<file path="src/rtl/tone_generator.sv">
// Four-bin triangle tone synthesizer. It plays one accepted note for a fixed number of
// codec sample slots and then a silent gap, paced by the codec's advance strobe.
module tone_generator #(
  parameter int unsigned PHASE_W      = 24,
  parameter int unsigned SAMPLE_W     = 24,
  parameter int unsigned INC_1        = 182889,
  parameter int unsigned INC_2        = 230428,
  parameter int unsigned INC_3        = 274024,
  parameter int unsigned INC_4        = 365778,
  parameter int unsigned NOTE_SAMPLES = 4800,
  parameter int unsigned GAP_SAMPLES  = 480
) (
  input  logic                       clk,
  input  logic                       reset,
  input  logic                       advance,
  input  logic                       note_valid,
  input  logic [2:0]                 note,
  output logic                       note_ready,
  output logic signed [SAMPLE_W-1:0] sample_out,
  output logic                       sample_valid,
  output logic                       busy
);

  localparam int unsigned CNT_MAX   = (NOTE_SAMPLES > GAP_SAMPLES) ? NOTE_SAMPLES : GAP_SAMPLES;
  localparam int unsigned CNT_W     = (CNT_MAX > 1) ? $clog2(CNT_MAX) : 1;
  localparam logic [CNT_W-1:0] NOTE_LAST = CNT_W'(NOTE_SAMPLES - 1);
  localparam logic [CNT_W-1:0] GAP_LAST  = CNT_W'((GAP_SAMPLES == 0) ? 0 : GAP_SAMPLES - 1);

  typedef enum logic [1:0] {IDLE, PLAY, GAP} state_t;

  state_t                       state, state_d;
  logic [PHASE_W-1:0]           phase, phase_d;
  logic [PHASE_W-1:0]           inc, inc_d;
  logic [CNT_W-1:0]             count, count_d;
  logic signed [SAMPLE_W-1:0]   sample_d;
  logic                         valid_d;
  logic [PHASE_W-1:0]           note_inc;

  // Triangle from the top 16 phase bits, centred on zero and left-justified in the sample.
  function automatic logic signed [SAMPLE_W-1:0] tri_wave(input logic [PHASE_W-1:0] ph);
    logic [15:0]        u;
    logic [14:0]        t;
    logic signed [15:0] s16;
    u   = ph[PHASE_W-1 -: 16];
    t   = u[15] ? ~u[14:0] : u[14:0];
    s16 = signed'({1'b0, t}) - 16'sd16384;
    return SAMPLE_W'(s16) <<< (SAMPLE_W - 16);
  endfunction

  always_comb begin
    note_inc = '0;
    case (note)
      3'd1:    note_inc = PHASE_W'(INC_1);
      3'd2:    note_inc = PHASE_W'(INC_2);
      3'd3:    note_inc = PHASE_W'(INC_3);
      3'd4:    note_inc = PHASE_W'(INC_4);
      default: note_inc = '0;
    endcase
  end

  assign note_ready = (state == IDLE);
  assign busy       = ~note_ready;

  always_ff @(posedge clk) begin
    if (reset) state <= IDLE;
    else       state <= state_d;
  end

  always_comb begin
    state_d = state;
    case (state)
      IDLE: if (note_valid) state_d = PLAY;
      PLAY: if (advance && count == NOTE_LAST) state_d = (GAP_SAMPLES == 0) ? IDLE : GAP;
      GAP:  if (advance && count == GAP_LAST) state_d = IDLE;
      default: state_d = IDLE;
    endcase
  end

  // Datapath next values; the count restarts whenever the state changes.
  always_comb begin
    phase_d  = phase;
    inc_d    = inc;
    count_d  = count;
    sample_d = sample_out;
    valid_d  = advance;
    if (advance) sample_d = '0;
    case (state)
      IDLE: begin
        if (note_valid) begin
          inc_d   = note_inc;
          phase_d = '0;
          count_d = '0;
        end
      end
      PLAY: begin
        if (advance) begin
          if (inc != '0) sample_d = tri_wave(phase);
          phase_d = phase + inc;
          count_d = (count == NOTE_LAST) ? '0 : count + 1'b1;
        end
      end
      GAP: begin
        if (advance) count_d = (count == GAP_LAST) ? '0 : count + 1'b1;
      end
      default: count_d = '0;
    endcase
  end

  always_ff @(posedge clk) begin
    if (reset) begin
      phase        <= '0;
      inc          <= '0;
      count        <= '0;
      sample_out   <= '0;
      sample_valid <= 1'b0;
    end else begin
      phase        <= phase_d;
      inc          <= inc_d;
      count        <= count_d;
      sample_out   <= sample_d;
      sample_valid <= valid_d;
    end
  end

endmodule

</file>
<file path="config.mk">
export PLATFORM = sky130hd
export DESIGN_NAME = tone_generator
export DESIGN_NICKNAME = d
export VERILOG_FILES = /design/src/rtl/tone_generator.sv
export SDC_FILE = /design/constraint.sdc
export NUM_CORES = 1
export LEC_CHECK = 0
export BUFFER_PORTS_ARGS = -buffer_cell sky130_fd_sc_hd__buf_2
export CORE_MARGIN = 5
export CORE_UTILIZATION = 45
export CTS_BUF_LIST = sky130_fd_sc_hd__clkbuf_4 sky130_fd_sc_hd__clkbuf_8
export DETAILED_ROUTE_END_ITERATION = 8
export PLACE_DENSITY_LB_ADDON = 0.2
export SKIP_LAST_GASP = 1
export SLEW_MARGIN = 15
export SYNTH_ARGS = -nofsm -noshare
export SYNTH_HDL_FRONTEND = slang
export SYNTH_SLANG_ARGS = --single-unit
</file>
<file path="constraint.sdc">
create_clock -name clk -period 5.4 [get_ports clk]
set_clock_uncertainty 0.1 [all_clocks]
set_input_delay 1.08 -clock clk [delete_from_list [all_inputs] [get_ports clk]]
set_output_delay 1.08 -clock clk [all_outputs]
set_load 0.005 [all_outputs]
</file>
Yosys cells after proc, flatten, opt, wreduce, memory -nomap -nowiden
Cells that the tools add are included.
{"block": "totals", "out_inout_bits": 27, "in_bits": 7, "regBits": 88}
{"block": "op_classes", "addsub": 3, "reduce_logical": 9, "eq_ne": 13, "muxes": 19, "n_bitwise": 2}
{"operator": "$mux W24", "n": 6}
{"operator": "$pmux W19 S4", "n": 1}
{"operator": "$mux W13", "n": 5}
{"operator": "$pmux W24 S2", "n": 1}
{"operator": "$pmux W13 S3", "n": 1}
{"operator": "$add A24 B24 Y24", "n": 1}
{"operator": "$reduce_bool A24 Y1", "n": 1}
{"operator": "$sub A15 B15 Y16 const B", "n": 1}
{"operator": "$mux W15", "n": 1}
{"operator": "$not A15 Y15", "n": 1}
{"operator": "$add A13 B1 Y13 const B", "n": 1}
{"operator": "$eq A13 B13 Y1 const B", "n": 1}
{"operator": "$eq A13 B9 Y1 const B", "n": 1}
{"operator": "$ne A2 B2 Y1 const B", "n": 5}
{"operator": "$reduce_and A3 Y1", "n": 3}
{"operator": "$eq A3 B2 Y1 const B", "n": 2}
{"operator": "$mux W2", "n": 3}
{"operator": "$pmux W2 S3", "n": 1}
{"operator": "$eq A3 B1 Y1 const B", "n": 1}
{"operator": "$eq A3 B3 Y1 const B", "n": 1}
{"operator": "$eq A2 B1 Y1 const B", "n": 1}
{"operator": "$eq A2 B2 Y1 const B", "n": 1}
{"operator": "$logic_and A1 B1 Y1", "n": 2}
{"operator": "$logic_not A2 Y1", "n": 1}
{"operator": "3 further kinds", "n": 3}

Longest topological paths before layout
Gate-level depths: netlist of the first run.
{"block": "depth", "ltp_word": 6, "depth_mapped": 10, "ltp_nobuf": 9}

Worst setup path before layout of the first run
No wires, ideal clock.
{"block": "synth_timing", "kind": "in2reg", "start": "input port note_valid", "end": "register phase[22]", "path_slack_ps": 2838, "cell_stages": 8, "required_ps": 5184, "t_arrival_ps": 2346, "setup_ps": 116, "path_buffers": 1, "cell_sequence": "nand2b_1 > and2_4 > buf_8 > nand2_4 > or3_1 > o22ai_2 > a31oi_1 > a41o_1"}
{"block": "synth_via", "elab_chain_cells": 2}
{"item": "from (decl)", "line_no": "16", "text": "input logic note_valid,"}
{"item": "$ne A2 B2 Y1 (no source line)"}
{"item": "$reduce_and A3 Y1 (no source line)"}
{"item": "to (signal assigned)", "line_no": "117", "text": "phase <= phase_d;"}
{"item": "to (decl)", "line_no": "32", "text": "logic [PHASE_W-1:0] phase, phase_d;"}
No other way between the ends.
A chain may end at the register's enable or synchronous reset.

Worst setup path in the final report of the first run
{"block": "layout_timing", "start": "register inc[14]", "end": "register phase[22]"}
{"block": "layout_via", "elab_chain_cells": 3}
{"item": "from (decl)", "line_no": "33", "text": "logic [PHASE_W-1:0] inc, inc_d;"}
{"item": "from (signal assigned)", "line_no": "118", "text": "inc <= inc_d;"}
{"item": "$add A24 B24 Y24", "line_no": "98", "text": "phase_d = phase + inc;"}
{"item": "$mux W24", "line_no": "96", "text": "if (advance) begin"}
{"item": "$pmux W24 S2", "line_no": "87", "text": "case (state)"}
No other way between the ends. The select of a mux whose other input is x is not followed.

==> results of run 1 <==
[layout make-up]
class                      count  area [sq um]
sequential                    76          1520
tap                          108           135
clock inverter                 6          95.1
inverter                       7          26.3
timing repair buffer          35           180
multi-input combinational    360          2310
clock buffer                  10           138
fill                         859          4230
[cell families (layout without fill, tap and decap cells)]
logic type / count (synthesis) / in the layout
AND/OR/NAND/NOR: 183 / 183
AO/OA/AOI/OAI: 113 / 113
flip-flops: 76 / 76
XOR/XNOR: 37 / 37
buffers and inverters: 29 / 58
adder cells (fa/ha/maj): 23 / 23
multiplexers: 4 / 4
[Yosys cell counts (all sizes together), types with 10 or more instances]
cell type  number
a21oi          31
dfxtp          76
nor2           59
and2           12
a21o           10
o21ai          20
ha             22
xor2           24
xnor2          13
nand3          18
a22o           14
clkbuf         19
nand2          48
[metrics by stage]
step	hold slack (ns)	util, %	instances	power [mW]
2_1_floorplan	0.339	-	465	0.995
3_3_place_gp	0.330	48.3	586	1.08
3_5_place_dp	0.333	48.3	586	1.08
4_1_cts	0.346	51.0	602	1.59
5_1_grt	0.359	51.0	602	1.69
6_report	0.347	51.0	602	1.57
[layer usage]
| layer | GRT usage (%) | vias up | part of all wire, % |
|---|---|---|---|
| li1 | - | 1704 | - |
| met1 | 23.5 | 1522 | 52 |
| met2 | 25.1 | 50 | 43 |
| met3 | 3.61 | 6 | 3.8 |
| met4 | 5.09 | 0 | 0.79 |
| met5 | 0 | - | 0 |
[worst register-to-register path, stage by stage, from the launching register on]
cell and delay (ns):
dfxtp_1 0.36, ha_1 0.22, fa_1 0.41, a21o_1 0.20, a221oi_2 0.36, o211ai_1 0.22
a31oi_1 0.37, o22ai_2 0.18, a41o_1 0.26
[worst paths after layout]
kind,to,slack [ns],cells past startpoint
hold reg to reg,register,0.35,2
setup reg to reg,phase[22]$_SDFFE_PP0P_,2.64,8
hold / removal,register,0.35,2
setup / recovery,phase[22]$_SDFFE_PP0P_,2.64,8
[power groups by stage]
stage               clock network (mW)  registers [mW]  logic (mW)
floorplan                            0           0.636       0.359
global placement                     0           0.650       0.428
detailed placement                   0           0.651       0.432
CTS                              0.518           0.638       0.436
global route                     0.547           0.643       0.500
finish                           0.500           0.638       0.436
==> impl_results.md, run 1 <==
- Status: finished, final reports clean
- WP data arrival: between 2 and 3 ns
- Endpoints failing hold: 0
- Final Slew Violations: 0
- Clock power frac: 31.8%
- Final TNS setup: 0 ns
- Unrepaired setup endpoints after global routing: no
- Layout cells sized above 1: 12.1%
- YS warnings: 0
- Worst setup SP type: register
- Crit path max fanout: 4
- CP delay by family, top: compound AO/OA/AOI/OAI gates
- Sink Count: 76
- Resized cells post-CTS: 0
- Final period util: 51.1%
- Initial Util: approximately 46%
- Clock Path Buffers: 2
- Setup crit start: inc[14]$_SDFFE_PP0P_
- Total CTS buffers: 9
- Die Height: 104 um
- Final net count: roughly 520
- Pint: 1.02 mW
- Post-synth cell types: 50
- Async SR Flop Fraction: 0%
- Seq/Total Area, Yosys: between 30% and 40%
- Input/output buffers: 33
- Fmax: 363 MHz
- Simple-Gate Fraction of Synth Area: 21.9%
- Slew HR: 47.1%
- Grt ovf: 0
- Area leader, netlist: dfxtp_1
- Worst-Margin Slew: 0.792 ns
- ANT nets after route: 0
- Clk slew on worst S/H paths: ~0.090 ns
- Synth top area share: 38.5%
- Root Buffer: clkbuf_8
- Worst-skew pair later-pin latency: 0.34 ns
- Largest net degree at the start of global routing: 29
- Seq cells post-synth: 76
- Buf/Inv on CP: 0
- Die Wd: 104 um
- Mux cell area share after synthesis: about 1.1%
- GRT Util Overall: 16.6%
- Placer Congestion: roughly 0.9
- Mapped Nets: a little under 500
- Area Overhead vs Synth: 11.5%
- Pleak: 1.95 nW
- Post-synth EDFFs: 0
- Slowest cell delay on critical path: 0.40 ns
- Total number of vias: 3,282
- Residual DRC: 0
- P_sw: approximately 0.55 mW
- Compound-Gate Fraction of Synth Area: about a fifth
- Largest family of logic cells by synthesized area: simple AND/OR/NAND/NOR gates
- Worst Path Required: 5.54 ns
- DP Worst Slack: 2.49 ns
- DR WL/cell: 14.4 um
- Diodes inserted: 0
- Sequential Power Share: 40.6%
- Hold_buf cts: 0
- Core area: between 0.008 and 0.009 sq mm
- Logic pwr share: 27.7%
- TritonRoute pass-1 iters: 5
- Area of all placed cells without fillers: 0.00440 sq mm
- Slowest cell on the critical path: fa_1
- Synth Area in Adders: 7.48%
- Post-route setup slack: 2.64 ns
- Minimum clock period: 2.76 ns
- DRT Wirelength: ~8.7 mm
- CTS tree: yes
- IO Pins: 34
- Crit path kind: reg -> reg
- Cell Area, Placed: around 0.0042 sq mm
- Most common library cell in the layout ignoring fill and taps: dfxtp_1
- Avg Inst Size Synth: 8.49 sq um
- Switching Fraction: about a third
- Postcts setup bufs: 0
- Post-DP HPWL: 6.42 mm
- Xor-xnor portion of the synthesized cell area: 8.20%
- Most frequent cells in the layout: dfxtp_1, nor2_1, nand2_1, buf_2, a21oi_1
- Standard-cell rows: 34
- Worst path cell trace: ha_1, fa_1, a21o_1, a221oi_2, o211ai_1, a31oi_1, o22ai_2, a41o_1
- Endpoints failing setup: 0
- Most area-consuming cells after synthesis: dfxtp_1, ha_1, nor2_1, xor2_1, nand2_1
- Worst r2r src: inc[14]$_SDFFE_PP0P_
- Total of max-cap violations: 0
- Endpoint kind of the worst setup timing path: register
- Wire length of the first global-routing pass: 15.2 mm
- Hold Path Class: reg -> reg
- Initial antenna violation count: 0
- DIE AREA: 0.0108 sq mm
- Vias in the first global route: 3,169
- Htree depth: 3
- VDD IR max: roughly 280 uV
- Syn Inst Count: 465
- Vias per cell: 5.45
- DRT iter0 DRCs: 156
- PD cells: 358 mW/mm^2
- Top_reg_cell synth: dfxtp_1
- Synth Cell Area: between 0.003 and 0.004 sq mm
No activity file was read; power rests on OpenSTA's default activity.
==> inputs of run 2 (changes only) <==
Settings changed: ABC_AREA set to 1.
Clock period 5.4 ns to 2.3 ns, I/O delays scaled along.
==> run 2 against run 1 <==
Effect of this change:
- flip-flop and latch count unchanged
- maximum frequency up 31%
- die area up 12%
- sequential share of layout area down 4.3 points
- count of clock-buffer cells in the layout up 2
- hold slack worse by 0.030 ns
- worst setup slack worse by 2.4 ns
- critical path depth down 1
- first-iteration DRC count up 120%
- critical path type unchanged
- largest power group unchanged
==> impl_results.md, run 2 <==
- Grt ovf: 0 (unchanged)
- Largest net degree at the start of global routing: 32 (+10%)
- Most common library cell in the layout ignoring fill and taps: nand2_1
- Area Overhead vs Synth: 11.9%
- Unrepaired setup endpoints after global routing: no
- IO Pins: 34 (unchanged)
- Fill cells: 1,009 (+17%)
- Postcts setup bufs: 0 (unchanged)
- Placer Congestion: 0.980 (+8.3%)
- Total of max-cap violations: 0 (unchanged)
- DIE AREA: 0.0121 sq mm (+12%)
- YS warnings: 0 (unchanged)
- Sink Count: 76 (unchanged)
- Total CTS buffers: 9 (unchanged)
- Syn Inst Count: 661 (+42%)
- Residual DRC: 0 (unchanged)
- Count leader, synth: nand2_1
- Most area-consuming cells after synthesis: dfxtp_1, nand2_1, nand3_1, a21oi_1, ha_1
- Most frequent cells in the layout: nand2_1, dfxtp_1, nand3_1, a21oi_1, nor2_1
- Layout cells sized above 1: 12.3% (+0.16 points)
- Status: finished, final reports clean
- Power consumption: 3.63 mW (+130%)
- Hold Path Class: in -> reg
- VDD IR max: 410 uV (+44%)
- Worst Path Required: 2.44 ns (-3.10 ns)
- Clk slew on worst S/H paths: 0.08 ns (about the same)
- Minimum clock period: 2.10 ns (-0.656 ns)
- Wire length of the first global-routing pass: 19.3 mm (+27%)
- Synth top area share: 33.9% (-4.6 points)
- Worst-skew pair later-pin latency: 0.35 ns (about the same)
- Final net count: 725 (+40%)
- Hold_buf cts: 0 (unchanged)
- CTS tree: yes
- Post-DP HPWL: 8.81 mm (+37%)
- Worst setup SP type: register
- Vias per cell: 5.23 (-4.0%)
- TritonRoute pass-1 iters: 5 (unchanged)
- Area leader, netlist: dfxtp_1
- Initial antenna violation count: 0 (unchanged)
- Commonest cells post-synth: nand2_1, dfxtp_1, nand3_1, a21oi_1, nor2_1
- WP data arrival: 2.24 ns (-0.66 ns)
- Crit path kind: reg -> reg
- Worst-Margin Slew: 0.792 ns (-0.000436 ns)
- Pleak: 2.38 nW (+22%)
- Htree depth: 3 (unchanged)
- Async SR Flop Fraction: 0% (unchanged)
- Seq/Total Area, Yosys: 33.9% (-4.6 points)
- Post-synth EDFFs: 0 (unchanged)
- Root Buffer: clkbuf_8
- Initial Util: 45.9% (+0.20 points)
- Synth Cell Area: 0.00449 sq mm (+14%)
- Standard-cell rows: 36 (+5.9%)
- Clock Path Buffers: 2 (unchanged)
- Avg Inst Size Synth: 6.79 sq um (-20%)
- Crit path max fanout: 6 (+2)
- Slowest cell delay on critical path: 0.49 ns (+0.09 ns)
- Final Instance Count excl. Fillers: 832 (+38%)
- Seq cells post-synth: 76 (unchanged)
- DRT iter0 DRCs: 345 (+120%)
- Placed insts: 817 (+39%)
- Top_reg_cell synth: dfxtp_1
- Diodes inserted: 0 (unchanged)
- CP dominant cell by count: a21oi_1
- Cell Area, Placed: 0.00479 sq mm (+15%)
- Vias in the first global route: 4,045 (+28%)
- DRT Wirelength: 11.6 mm (+34%)
- Endpoints failing setup: 0 (unchanged)
- Post-synth cell types: 41 (-18%)
- Die Height: 110 um (+6.0%)
- Fmax: 476 MHz (+31%)
- Area of all placed cells without fillers: 0.00503 sq mm (+14%)
- CP delay by family, top: compound AO/OA/AOI/OAI gates
- Final TNS setup: 0 ns (unchanged)
- Total number of vias: 4,354 (+33%)
- Endpoints failing hold: 0 (unchanged)
- ANT nets after route: 0 (unchanged)
- Slowest cell on the critical path: dfxtp_1
- Die Wd: 110 um (+6.0%)
- Final Slew Violations: 0 (unchanged)
- GRT Util Overall: 20.3% (+3.7 points)
- Worst path cell trace: ha_1, a21oi_1, o21ai_0, a21oi_1, nand3_1, a21oi_1, nor2_1
- Resized cells post-CTS: 0 (unchanged)
- PD cells: 722 mW/mm^2 (+100%)
- Final period util: 91.4% (+40 points)
- Core area: 0.00977 sq mm (+13%)
- Mapped Nets: 691 (+40%)
- DR WL/cell: 14.0 um (-2.8%)
- Buf/Inv on CP: 0 (unchanged)
- Slew HR: 47.2% (about the same)
- Input/output buffers: 33 (unchanged)
- Endpoint kind of the worst setup timing path: register
==> run 2: metrics by stage <==
stage               hold WS, ns  worst slack [ns]  utilization, %
finish                    0.317             0.199            51.4
global route              0.350            0.0152            51.4
CTS                       0.305             0.137            51.3
detailed placement        0.327             0.157            49.0
global placement          0.324             0.176            49.0
floorplan                 0.335             0.417               -
==> run 2: metal layers <==
layer	routed length, um	share of wire [%]	global-route usage, %	vias to the layer above
met1	5610	48	27.2	1985
met2	5210	45	32.7	107
met3	556	4.8	3.64	21
li1	-	-	-	2241
met5	0	0	0	-
met4	255	2.2	7.03	0
==> run 2: final timing paths <==
path                            cells after the start                startpoint  slack [ns]                        to
worst max-delay path                                7      inc[12]$_SDFFE_PP0P_        0.20    phase[23]$_SDFFE_PP0P_
worst min-delay path                                4                   note[2]        0.32       inc[3]$_SDFFE_PP0P_
worst max register to register                      7      inc[12]$_SDFFE_PP0P_        0.20    phase[23]$_SDFFE_PP0P_
worst min register to register                      2  sample_out[0]$_SDFF_PP0_        0.34  sample_out[0]$_SDFF_PP0_
==> run 2: power breakdown <==
group	switching, mW	internal [mW]	leakage (nW)	total [mW]
registers	0.0497	1.37	0.614	1.42
logic	0.725	0.310	1.65	1.04
clock network	0.488	0.681	0.116	1.17
total	1.26	2.36	2.38	3.63
==> run 2: cells by family after synthesis <==
group | after synthesis | synth area share [%]
buffers and inverters | 75 | 7.08
XOR/XNOR | 19 | 3.71
adder cells (fa/ha/maj) | 23 | 6.58
AND/OR/NAND/NOR | 370 | 36.2
AO/OA/AOI/OAI | 98 | 12.6
flip-flops | 76 | 33.9
==> run 2: area by class of cell <==
cell class	count	area, sq um	share of cell area [%]
timing repair buffer	43	240	4.78
inverter	55	211	4.21
multi-input combinational	510	2660	52.9
clock buffer	12	159	3.16
tap	133	166	3.31
clock inverter	3	68.8	1.37
sequential	76	1520	30.3
==> run 2: worst min-delay path, stage by stage <==
cell	delay, ns
buf_2	0.09
nor2_1	0.06
nand2_1	0.06
a21oi_1	0.05
==> inputs of run 3 (changes only) <==
Settings changed: CORE_UTILIZATION 45 to 30.
Clock period 2.3 ns to 2 ns, I/O delays scaled along.
==> run 3 against run 2 <==
Effect of this change:
- count of clock-buffer cells in the layout unchanged
- critical path type unchanged
- sequential share of layout area down 3.3 points
- maximum frequency up 9.0%
- flip-flop and latch count unchanged
- critical path depth up 5
- largest power group unchanged
==> impl_results.md, run 3 (synthesis gave the netlist of run 2 again) <==
- Status: finished, final reports clean
- Crit path kind: reg -> reg
- Sink Count: 76 (unchanged)
- Residual DRC: 0 (unchanged)
- Endpoints failing setup: 0 (unchanged)
- Post-DP HPWL: 10.6 mm (+20%)
- Hold slack final: 0.242 ns (-0.0751 ns)
- R2r setup slk: 0.07 ns (-0.13 ns)
- PD cells: 758 mW/mm^2 (+5.1%)
- Crit path max fanout: 5 (-1)
- Endpoints failing hold: 0 (unchanged)
- Diodes inserted: 0 (unchanged)
- Most frequent cells in the layout: nand2_1, dfxtp_1, nand3_1, buf_4, a21oi_1
- Endpoint kind of the worst setup timing path: register
- Area Overhead vs Synth: 26.6%
- Unrepaired setup endpoints after global routing: yes
- DRT iter0 DRCs: 270 (-22%)
- Clock Path Buffers: 2 (unchanged)
- Cell Area, Placed: 0.00524 sq mm (+9.3%)
- Htree depth: 3 (unchanged)
- R2R Path End: phase[22]$_SDFFE_PP0P_
- Vias in the first global route: 4,322 (+6.8%)
- Setup crit start: inc[14]$_SDFFE_PP0P_
- VDD IR max: 293 uV (-28%)
- Worst setup SP type: register
- Largest net degree at the start of global routing: 33 (+3.1%)
- Final Slew Violations: 0 (unchanged)
- Final period util: 96.4% (+5.0 points)
- Final net count: 775 (+6.9%)
- Hold_buf cts: 0 (unchanged)
- Core area: 0.0146 sq mm (+49%)
- Input/output buffers: 33 (unchanged)
- Standard-cell rows: 44 (+22%)
- Die Height: 132 um (+20%)
- Vias per cell: 4.82 (-7.8%)
- Hold Path Class: in -> reg
- Slew HR: 74.6% (+27 points)
- Placer Congestion: 0.886 (-9.6%)
- Most common library cell in the layout ignoring fill and taps: nand2_1
- Fmax: 519 MHz (+9.0%)
- Total CTS buffers: 9 (unchanged)
- Total number of vias: 4,496 (+3.3%)
- DR WL/cell: 14.4 um (+3.1%)
- Worst Path Required: 2.15 ns (-0.29 ns)
- Worst r2r src: inc[14]$_SDFFE_PP0P_
- Root Buffer: clkbuf_8
- Clk slew on worst S/H paths: 0.08 ns (about the same)
- Total of max-cap violations: 0 (unchanged)
- Area of all placed cells without fillers: 0.00568 sq mm (+13%)
- WP data arrival: 2.08 ns (-0.16 ns)
- IO Pins: 34 (unchanged)
- CTS tree: yes
- Cell count of the worst reg-to-reg path: 12 (+5)
- TritonRoute pass-1 iters: 5 (unchanged)
- Minimum clock period: 1.93 ns (-0.173 ns)
- GRT Util Overall: 15.5% (-4.7 points)
- DIE AREA: 0.0175 sq mm (+45%)
- Worst-skew pair later-pin latency: 0.36 ns (about the same)
- Initial antenna violation count: 0 (unchanged)
- ANT nets after route: 0 (unchanged)
- Die Wd: 132 um (+20%)
- Pleak: 2.64 nW (+11%)
- Layout cells sized above 1: 24.9% (+13 points)
- Initial Util: 30.8% (-15 points)
- Wire length of the first global-routing pass: 22.2 mm (+15%)
- Grt ovf: 0 (unchanged)
- Worst-Margin Slew: 0.377 ns (-0.414 ns)
- CP endpoint: phase[22]$_SDFFE_PP0P_
- DRT Wirelength: 13.4 mm (+16%)
## run 3: cell count changes in the layout (fill, tap and decap cells not counted), moves of 5 or more
cell     delta
buf_4      +49
ha_1       -13
nand2_1    -11
nand2_2    +11
ha_4        +7
nand3_1     -7
nand3_2     +7
a21oi_1     -6
a21oi_2     +6
ha_2        +6
nor2_1      -6
dfxtp_1     -5
nor2_2      +5
## run 3: power breakdown
part           switching (mW)  internal (mW)
clock network           0.546          0.643
registers              0.0636           1.58
logic                   0.923          0.555
## run 3: area by class of cell
cell class	count	area, sq um
repair buffers	93	628
multi-input cells	510	2890
clock buffers	12	159
fillers	1542	8900
clock inverters	2	35.0
well taps	184	230
flip-flops and latches	76	1530
inverters	55	211
## run 3: through the flow
step / setup TNS [ns] / worst slack, ns / util [%] / cells / total power, mW
floorplan: 0 / 0.117 / - / 661 / 2.54
global placement: -0.539 / -0.0921 / 35.9 / 917 / 3.07
detailed placement: -0.782 / -0.198 / 35.9 / 917 / 3.09
CTS: 0 / 0.00420 / 37.3 / 931 / 4.31
global route: -0.0361 / -0.0244 / 39.0 / 932 / 4.58
finish: 0 / 0.0721 / 39.0 / 932 / 4.31
## run 3: what timing repair did
| action | 4_1_cts | 5_1_grt |
|---|---|---|
| buffers inserted | 0 | 1 |
| endpoints found under the setup margin | 11 | 20 |
| gates resized for setup | 5 | 55 |
| cloned | 0 | 0 |
| pin swaps | 0 | 4 |
## run 3: critical path: stages (launching register included)
cell,delay (ns)
dfxtp_4,0.36
ha_2,0.18
fa_2,0.34
nand3_1,0.09
nand3_2,0.12
nand2_2,0.09
nand2_2,0.06
nand2_2,0.06
nand2_1,0.08
nand2_1,0.08
nand2_1,0.07
a21oi_1,0.13
nor2_1,0.06
## run 3: metal layers
layer,wire length (um),vias up,track usage (%),share of wire [%]
met5,0,-,0,0
met4,276,0,4.92,2.1
met3,581,15,3.28,4.3
met2,5980,98,24.7,45
met1,6600,2041,21.1,49
li1,-,2342,-,-
## run 3: worst min path at each step
stage | start | depth (start not counted) | slack (ns) | to
floorplan | sample_out[0]$_SDFF_PP0_ | 2 | 0.34 | sample_out[0]$_SDFF_PP0_
global placement | sample_out[0]$_SDFF_PP0_ | 2 | 0.33 | sample_out[0]$_SDFF_PP0_
detailed placement | sample_out[4]$_SDFF_PP0_ | 2 | 0.33 | sample_out[4]$_SDFF_PP0_
CTS | reset | 2 | 0.22 | count[2]$_SDFFE_PP0P_
global route | reset | 2 | 0.23 | count[2]$_SDFFE_PP0P_
finish | reset | 2 | 0.24 | count[2]$_SDFFE_PP0P_
